**config.mk**
```make
export PLATFORM = sky130hd
export DESIGN_NAME = breath_duty_seq
export DESIGN_NICKNAME = d
export VERILOG_FILES = /design/src/rtl/led_pkg.sv /design/src/rtl/tick_gen.sv /design/src/rtl/breath_duty_seq.sv
export SDC_FILE = /design/constraint.sdc
export NUM_CORES = 1
export LEC_CHECK = 0
export ABC_CLOCK_PERIOD_IN_PS = 6100
export BUFFER_PORTS_ARGS = -buffer_cell sky130_fd_sc_hd__buf_2
export CAP_MARGIN = 0
export CORE_ASPECT_RATIO = 2
export CORE_MARGIN = 3
export CORE_UTILIZATION = 53
export DETAILED_ROUTE_END_ITERATION = 16
export GPL_ROUTABILITY_DRIVEN = 0
export MAX_ROUTING_LAYER = met4
export PLACE_DENSITY = 0.74
export SETUP_SLACK_MARGIN = 0.05
export SLEW_MARGIN = 5
export SYNTH_ARGS = -nofsm -noshare
export SYNTH_HDL_FRONTEND = slang
export SYNTH_SLANG_ARGS = --single-unit
```
**constraint.sdc**
```tcl
create_clock -name clk -period 6.1 [get_ports clk]
set_clock_uncertainty 0.1 [all_clocks]
set_input_delay 0.61 -clock clk [delete_from_list [all_inputs] [get_ports clk]]
set_output_delay 0.61 -clock clk [all_outputs]
set_load 0.005 [all_outputs]
```
**src/rtl/led_pkg.sv**
```systemverilog
// Shared definitions for the LED breathing/PWM path: FSM encoding and default widths.
package led_pkg;

  localparam int unsigned DUTY_W_DEFAULT = 16;
  localparam int unsigned CLK_HZ         = 27_000_000;

  typedef enum logic [2:0] {
    StIdle   = 3'd0,
    StRise   = 3'd1,
    StHoldHi = 3'd2,
    StFall   = 3'd3,
    StHoldLo = 3'd4
  } breath_state_e;

endpackage

```
**src/rtl/tick_gen.sv**
```systemverilog
// Envelope tick divider: counts 0..TICK_DIV-1 while en is high and emits a one-cycle tick on the
// last count. clr returns the count to zero and has priority over en.
module tick_gen #(
  parameter int unsigned TICK_DIV = 500000
) (
  input  logic clk,
  input  logic rst,
  input  logic en,
  input  logic clr,
  output logic tick
);

  localparam int unsigned CntW = (TICK_DIV > 2) ? $clog2(TICK_DIV) : 1;
  localparam logic [CntW-1:0] CntLast = CntW'(TICK_DIV - 1);

  logic [CntW-1:0] cnt_q, cnt_d;

  always_comb begin
    cnt_d = cnt_q;
    if (clr) begin
      cnt_d = '0;
    end else if (en) begin
      cnt_d = (cnt_q == CntLast) ? '0 : cnt_q + CntW'(1);
    end
  end

  assign tick = en && !clr && (cnt_q == CntLast);

  always_ff @(posedge clk or posedge rst) begin
    if (rst) begin
      cnt_q <= '0;
    end else begin
      cnt_q <= cnt_d;
    end
  end

endmodule

```
**src/rtl/breath_duty_seq.sv**
```systemverilog
// Breathing-envelope duty sequencer: rise/hold/fall/hold FSM over a linear level, optional
// square-law gamma, and a one-cycle registered output pipe feeding the PWM comparator.
module breath_duty_seq
  import led_pkg::*;
#(
  parameter int unsigned DUTY_W     = DUTY_W_DEFAULT,
  parameter int unsigned TICK_DIV   = 500000,
  parameter int unsigned STEP       = 200,
  parameter int unsigned HOLD_TICKS = 10
) (
  input  logic              clk,
  input  logic              rst,
  input  logic              enable,
  input  logic              pause,
  input  logic              gamma_en,
  output logic [DUTY_W-1:0] duty,
  output logic              duty_valid,
  output logic [2:0]        state,
  output logic              peak
);

  localparam logic [DUTY_W-1:0] LinMax  = '1;
  localparam logic [DUTY_W-1:0] StepW   = DUTY_W'(STEP);
  localparam logic [DUTY_W-1:0] RiseThr = LinMax - StepW;
  localparam int unsigned       HoldW   = (HOLD_TICKS > 1) ? $clog2(HOLD_TICKS + 1) : 1;
  localparam bit                NoHold  = (HOLD_TICKS == 0);

  breath_state_e     state_q, state_d;
  logic [DUTY_W-1:0] lin_q, lin_d;
  logic [HoldW-1:0]  hold_cnt_q, hold_cnt_d;
  logic              tick_q, tick_d;
  logic              peak_evt_q, peak_evt_d;
  logic              stop_q, stop_d;
  logic [DUTY_W-1:0] duty_q, duty_d;
  logic              duty_valid_q, duty_valid_d;
  logic              peak_q, peak_d;

  logic                run;
  logic                tick;
  logic                hold_done;
  logic                peak_hit;
  logic                emit_tick;
  logic [2*DUTY_W-1:0] lin_ext;
  logic [2*DUTY_W-1:0] lin_sq;

  assign run       = enable && !pause;
  assign hold_done = (32'(hold_cnt_q) + 32'd1) >= HOLD_TICKS;
  assign lin_ext   = {{DUTY_W{1'b0}}, lin_q};
  assign lin_sq    = lin_ext * lin_ext;

  tick_gen #(
    .TICK_DIV (TICK_DIV)
  ) u_tick_gen (
    .clk  (clk),
    .rst  (rst),
    .en   (run),
    .clr  (!enable),
    .tick (tick)
  );

  always_ff @(posedge clk or posedge rst) begin
    if (rst) begin
      state_q      <= StIdle;
      lin_q        <= '0;
      hold_cnt_q   <= '0;
      tick_q       <= 1'b0;
      peak_evt_q   <= 1'b0;
      stop_q       <= 1'b0;
      duty_q       <= '0;
      duty_valid_q <= 1'b0;
      peak_q       <= 1'b0;
    end else begin
      state_q      <= state_d;
      lin_q        <= lin_d;
      hold_cnt_q   <= hold_cnt_d;
      tick_q       <= tick_d;
      peak_evt_q   <= peak_evt_d;
      stop_q       <= stop_d;
      duty_q       <= duty_d;
      duty_valid_q <= duty_valid_d;
      peak_q       <= peak_d;
    end
  end

  // Next state and linear level; compare-before-step keeps lin from wrapping.
  always_comb begin
    state_d    = state_q;
    lin_d      = lin_q;
    hold_cnt_d = hold_cnt_q;
    peak_hit   = 1'b0;
    if (!enable) begin
      state_d    = StIdle;
      lin_d      = '0;
      hold_cnt_d = '0;
    end else if (!pause) begin
      unique case (state_q)
        StIdle: state_d = StRise;
        StRise: begin
          if (tick) begin
            if (lin_q >= RiseThr) begin
              lin_d    = LinMax;
              peak_hit = 1'b1;
              state_d  = NoHold ? StFall : StHoldHi;
            end else begin
              lin_d = lin_q + StepW;
            end
          end
        end
        StHoldHi: begin
          if (tick) begin
            if (hold_done) begin
              state_d    = StFall;
              hold_cnt_d = '0;
            end else begin
              hold_cnt_d = hold_cnt_q + HoldW'(1);
            end
          end
        end
        StFall: begin
          if (tick) begin
            if (lin_q <= StepW) begin
              lin_d   = '0;
              state_d = NoHold ? StRise : StHoldLo;
            end else begin
              lin_d = lin_q - StepW;
            end
          end
        end
        StHoldLo: begin
          if (tick) begin
            if (hold_done) begin
              state_d    = StRise;
              hold_cnt_d = '0;
            end else begin
              hold_cnt_d = hold_cnt_q + HoldW'(1);
            end
          end
        end
        default: state_d = StIdle;
      endcase
    end
  end

  // Output pipe: a pending tick is held (not dropped) across pause; disable discards it and
  // instead emits one zero-duty refresh the cycle after the FSM lands in idle.
  always_comb begin
    tick_d       = tick_q;
    peak_evt_d   = peak_evt_q;
    duty_d       = duty_q;
    duty_valid_d = 1'b0;
    peak_d       = 1'b0;
    stop_d       = !enable && (state_q != StIdle);
    emit_tick    = tick_q && run;

    if (stop_q || emit_tick) begin
      duty_d       = gamma_en ? lin_sq[2*DUTY_W-1:DUTY_W] : lin_q;
      duty_valid_d = 1'b1;
      peak_d       = emit_tick && peak_evt_q;
    end

    if (run) begin
      tick_d     = tick && (state_q != StIdle);
      peak_evt_d = peak_hit;
    end else if (!enable) begin
      tick_d     = 1'b0;
      peak_evt_d = 1'b0;
    end
  end

  assign duty       = duty_q;
  assign duty_valid = duty_valid_q;
  assign state      = state_q;
  assign peak       = peak_q;

endmodule

```
== Word level (Yosys, flattened, before mapping) ==
Index checks and enable logic that the tools add are counted.
Word-level totals
  output and inout port bits: 21
  logic and storage cells: 90
  flip-flop bits (word level): 63
  input bits: 5
Operators by class
  reductions and logical operators: 16
  mux-type cells: 37
  equal/unequal tests: 18
  multiply operators: 1
  $add $sub $neg: 5
  $lt $le $gt $ge: 3
Operator list (count)
  $mux W16: 7
  $mux W19: 3
  $mul A16 B16 Y32: 1
  $pmux W16 S2: 1
  $mux W3: 10
  $ne A3 B3 Y1 const B: 8
  $mux W4: 5
  $add A19 B1 Y19 const B: 1
  $eq A19 B19 Y1 const B: 1
  $add A16 B8 Y16 const B: 1
  $ge A16 B16 Y1 const B: 1
  $le A16 B8 Y1 const B: 1
  $sub A16 B8 Y16 const B: 1
  $pmux W3 S5: 1
  $mux W1: 10
  $reduce_and A9 Y1: 1
  $logic_and A1 B1 Y1: 7
  $eq A3 B2 Y1 const B: 2
  $add A4 B1 Y5 const B: 1
  $ge A5 B4 Y1 const B: 1
  $add A4 B1 Y4 const B: 1
  $ne A2 B1 Y1 const B: 2
  $ne A2 B2 Y1 const B: 2
  $reduce_and A4 Y1: 1
  other kinds (9): 10

== Logic depth before layout (Yosys ltp) ==
  word-level depth: 9
  depth in mapped cells: 24
  gate-level depth less buffers: 22

== By module ==
From an unflattened synthesis, not the netlist that was laid out.
Unflattened totals
  cells, all modules: 1202
  area total of the unflattened synthesis: 10620.2 um2
By module, submodules not included
  breath_duty_seq: seq. area each 1051.0 um2, cells an instance 1068, area an instance 9467.8 um2, instances 1
  tick_gen: seq. area each 475.5 um2, cells an instance 134, area an instance 1152.4 um2, instances 1

== Worst setup path after synthesis ==
Ideal clock, no wire load.
  kind: register -> register
  start: register lin_q[9]
  end: register duty_q[14], in the netlist duty[14]
  data arrival time: 6.000 ns
  setup time: 0.126 ns
  buffers on the path: 2
  path slack: -0.126 ns
  stages on the path, launching flop included: 21
  clock period less this slack: 6.226 ns
  path through: dfrtp_1 > clkbuf_1 > clkbuf_1 > nand2_1 > fa_1 > inv_1 > fa_1 > fa_1 > fa_1 > fa_1 > inv_1 > fa_1 > inv_1 > ha_1 > a21o_1 > a21o_1 > a21oi_1 > o21ai_0 > o21ai_0 > mux2i_1 > a221o_1
On the way
  longest elaborated chain between the ends: 2
Ends and longest elaborated chain
  start, declared: RTL line breath_duty_seq.sv:29  | logic [DUTY_W-1:0] lin_q, lin_d;
  start signal, assigned: RTL line breath_duty_seq.sv:74  | lin_q <= lin_d;
  $mul A16 B16 Y32: RTL line breath_duty_seq.sv:49  | assign lin_sq = lin_ext * lin_ext;
  $mux W16: RTL line breath_duty_seq.sv:156  | duty_d = gamma_en ? lin_sq[2*DUTY_W-1:DUTY_W] : lin_q;
  end signal, assigned: RTL line breath_duty_seq.sv:79  | duty_q <= duty_d;
  end, declared: RTL line breath_duty_seq.sv:34  | logic [DUTY_W-1:0] duty_q, duty_d;
Every way passes these cells.
A chain may end at the register's enable or synchronous reset.

== Worst setup path after layout ==
  start: register lin_q[9]
  end: register duty_q[13], in the netlist duty[13]
Same word-level chain as after synthesis.

==> impl_metrics.json <==
{
  "status": "finished clean",
  "ys.flop_type": "dfrtp_1",
  "final-setup-viol-count": 0,
  "clkLatencyLatePin_ps": 340,
  "ys_warn_count": 0,
  "nFillCells": 1585,
  "place_area_um2": 11700,
  "ant_nets": 0,
  "drc": 0,
  "synth.largest_area_cell": "fa_1",
  "routedWlPerCell_um": 19.66,
  "synth_cells": 1221,
  "cts_hold_buf": 0,
  "synth_common_cells": "inv_1, fa_1, nand2_1, ha_1, o21ai_0",
  "cp_top_family": "adder cells",
  "synth-adder-area-share": 0.4194,
  "max_stage_delay_ps": 590,
  "crit_end": "duty[13]",
  "cp_slowest_cell": "fa_1",
  "routed_via_density": 5.852,
  "design_area_um2": 12770,
  "cts_root_buf": "clkbuf_16",
  "synth_edf_count": 0,
  "yosysUniqueCellTypes": 72,
  "nets": 1606,
  "drive_above_1_share": 0.2240,
  "synth_mux_area_frac": 0.009805,
  "leakagePower_nw": 6.674,
  "finalMaxSlewViolations": 0,
  "postSynth.asyncResetShare": 1.000,
  "start_util": 0.5443,
  "io_pins": 26,
  "ir_drop_v": 0.0002666,
  "pwr_density_cell_nw_per_um2": 393.6,
  "comb_power_share": 0.777,
  "finalSetupTns_ps": 0,
  "r2r-start": "lin_q[9]",
  "grt_pass1_wl_um": 50160,
  "cts_tree": "built",
  "dp.cells": 1566,
  "synth_top_family_by_area": "adder cells",
  "clk_path_buf_depth": 2,
  "vias": 9410,
  "synth_xor_area_frac": 0.02812,
  "track_usage": 0.3050,
  "clockPowerShare": 0.108,
  "cts.htree.levels": 3,
  "worst_ep_arrival_time_ps": 6150,
  "netlist.area_leader.share": 0.3005,
  "drt-pass1-iter-count": 6,
  "min_period_ps": 5968,
  "finalCritPeriodShare": 0.9783,
  "clock-sinks": 61,
  "grt_antenna_before_repair": 0,
  "multiInputGateArea_um2": 8436,
  "grt_start_max_net_pins": 62,
  "dp_slack_ps": -172.2,
  "grt_pass1_vias": 10070,
  "path_class": "reg -> reg",
  "synth_area_leaders": "fa_1, dfrtp_1, ha_1",
  "rrSetupSlack_ps": 130,
  "grt_overflow": 0,
  "ys_seq_area_frac": 0.1441,
  "critical_path_required_ps": 6280,
  "die_area_um2": 21820,
  "setup.worst_path.end_class": "flop",
  "fp.dieH_um": 205.9,
  "fp.coreArea_um2": 19460,
  "critPathLaunch": "lin_q[9]",
  "netlist_area_um2": 10590,
  "worst_r2r_endpoint": "duty[13]",
  "p_switching_mw": 2.544,
  "worst_pin_slew_ps": 1218,
  "wirelength_um": 31620,
  "die_width_um": 106.0,
  "setup_slack_ps": 132.2,
  "cp_cell_sequence": "buf_6 -> nand2_4 -> inv_2 -> fa_1 -> inv_2 -> fa_1 -> inv_1 -> fa_1 -> fa_2 -> fa_1 -> inv_2 -> fa_1 -> inv_2 -> ha_4 -> nand4_1 -> a21oi_4 -> o31ai_4 -> o311ai_2 -> buf_4 -> a31oi_4 -> or3_1 -> nand3_1",
  "crit_buf_inv": 7,
  "final_cells": 1608,
  "cap_violations": 0,
  "initialDrtViolationCount": 642,
  "crit_top_cell": "fa_1",
  "hold_violations": 0,
  "seqCellArea_um2": 1535,
  "port_buffers": 25,
  "worst-path-stages": 22,
  "synthSimpleGateAreaFrac": 0.1507,
  "cts_made_buffers": 9,
  "hold_path.class": "reg -> reg",
  "crit_fanout": 6,
  "pwr-share-seq": 0.115,
  "internal-power_mw": 2.481,
  "rsz0062_at_grt": "yes",
  "syn_to_final_growth_pct": 20.56,
  "switching_share": 0.5062,
  "ys_ff_latch": 61,
  "reg2reg_depth": 22,
  "synth_compound_area_frac": 0.1387,
  "clk_pin_slew_ps": 60,
  "slew_headroom": 0.1880,
  "core.rowCount": 72,
  "clock.fmax_mhz": 167.6,
  "critPathLaunchType": "flop",
  "yosysMostFrequentCell": "inv_1",
  "dpl.hpwl_um": 24540,
  "syn_area_per_cell_um2": 8.674
}
==> metal layers <==
layer | global-route usage | part of all wire
met1 | 0.2978 | 0.32
met2 | 0.5502 | 0.53
met3 | 0.02876 | 0.052
met4 | 0.2330 | 0.10
met5 | - | 0
==> power groups by stage <==
stage	logic (mW)	registers, mW	clock network [mW]
6_report	3.90	0.578	0.542
5_1_grt	4.21	0.584	0.561
4_1_cts	3.36	0.571	0.542
3_5_place_dp	3.16	0.578	0
3_3_place_gp	3.10	0.576	0
2_1_floorplan	1.97	0.546	0
==> worst min path at each step <==
stage / start / end / slack, ps / depth (start not counted)
2_1_floorplan: u_tick_gen.cnt_q[18] / u_tick_gen.cnt_q[18] / 360 / 1
3_3_place_gp: duty[0] / duty[0] / 370 / 2
3_5_place_dp: duty[0] / duty[0] / 380 / 2
4_1_cts: duty[0] / duty[0] / 390 / 2
5_1_grt: duty[0] / duty[0] / 420 / 2
6_report: duty[0] / duty[0] / 390 / 2
==> per-stage QoR <==
step,hold WS (ps),util,power (mW)
floorplan,359.2,-,2.515
global placement,371.9,0.6013,3.674
detailed placement,377.0,0.6013,3.733
CTS,391.2,0.6261,4.471
global route,424.9,0.6561,5.353
finish,385.7,0.6562,5.025
==> cell usage in the layout, fill, tap and decap left out, types with 6 or more instances in the layout <==
cell,n
a21o_1,24
a21oi_1,46
a21oi_2,10
a31oi_1,13
and2_1,41
and3_1,11
buf_2,25
buf_4,125
buf_6,9
clkbuf_16,9
dfrtp_1,54
dfrtp_2,7
fa_1,151
fa_2,8
ha_1,83
ha_4,15
inv_1,226
inv_2,21
mux2i_1,7
nand2_1,108
nand2_2,8
nand2b_1,7
nand3_1,22
nand4_1,12
nor2_1,46
nor3_1,18
o211ai_1,8
o21ai_0,54
o21ai_1,8
o31ai_1,9
or3_1,6
xnor2_1,17
xor2_1,11
==> final cells by class <==
type	count	area share
Clock inverter	7	0.006467
Clock buffer	9	0.01764
Inverter	250	0.07389
Antenna cell	1	0.0001960
Tap cell	259	0.02538
Timing Repair Buffer	162	0.09554
Sequential cell	61	0.1202
Multi-Input combinational cell	859	0.6607
==> tightest hold or removal path: stages (launching register included) <==
cell and delay, ps:
dfrtp_1 340, nand2_1 50, o221ai_1 60
==> flip-flops by register name (all words and copies together), names as in the netlist <==
signal / cells
duty: 16
duty_valid: 1
hold_cnt_q: 4
lin_q: 14
peak: 1
peak_evt_q: 1
state: 3
stop_q: 1
tick_q: 1
u_tick_gen.cnt_q: 19
==> what timing repair did <==
action	4_1_cts	5_1_grt
pin swaps	12	69
buffers inserted	3	22
resized for setup	32	114
endpoints found under the hold margin	0	0
endpoints found under the setup margin	11	15
==> logic make-up (layout without fill, tap and decap cells) <==
| family | after synthesis | in the layout |
|---|---|---|
| AO/OA/AOI/OAI | 231 | 231 |
| XOR/XNOR | 34 | 34 |
| adder cells (fa/ha/maj) | 260 | 260 |
| buffers and inverters | 302 | 428 |
| flip-flops | 61 | 61 |
| multiplexers | 10 | 10 |
| other | 1 | 3 |
| AND/OR/NAND/NOR | 322 | 322 |
Power figures use the tool's default switching activity.
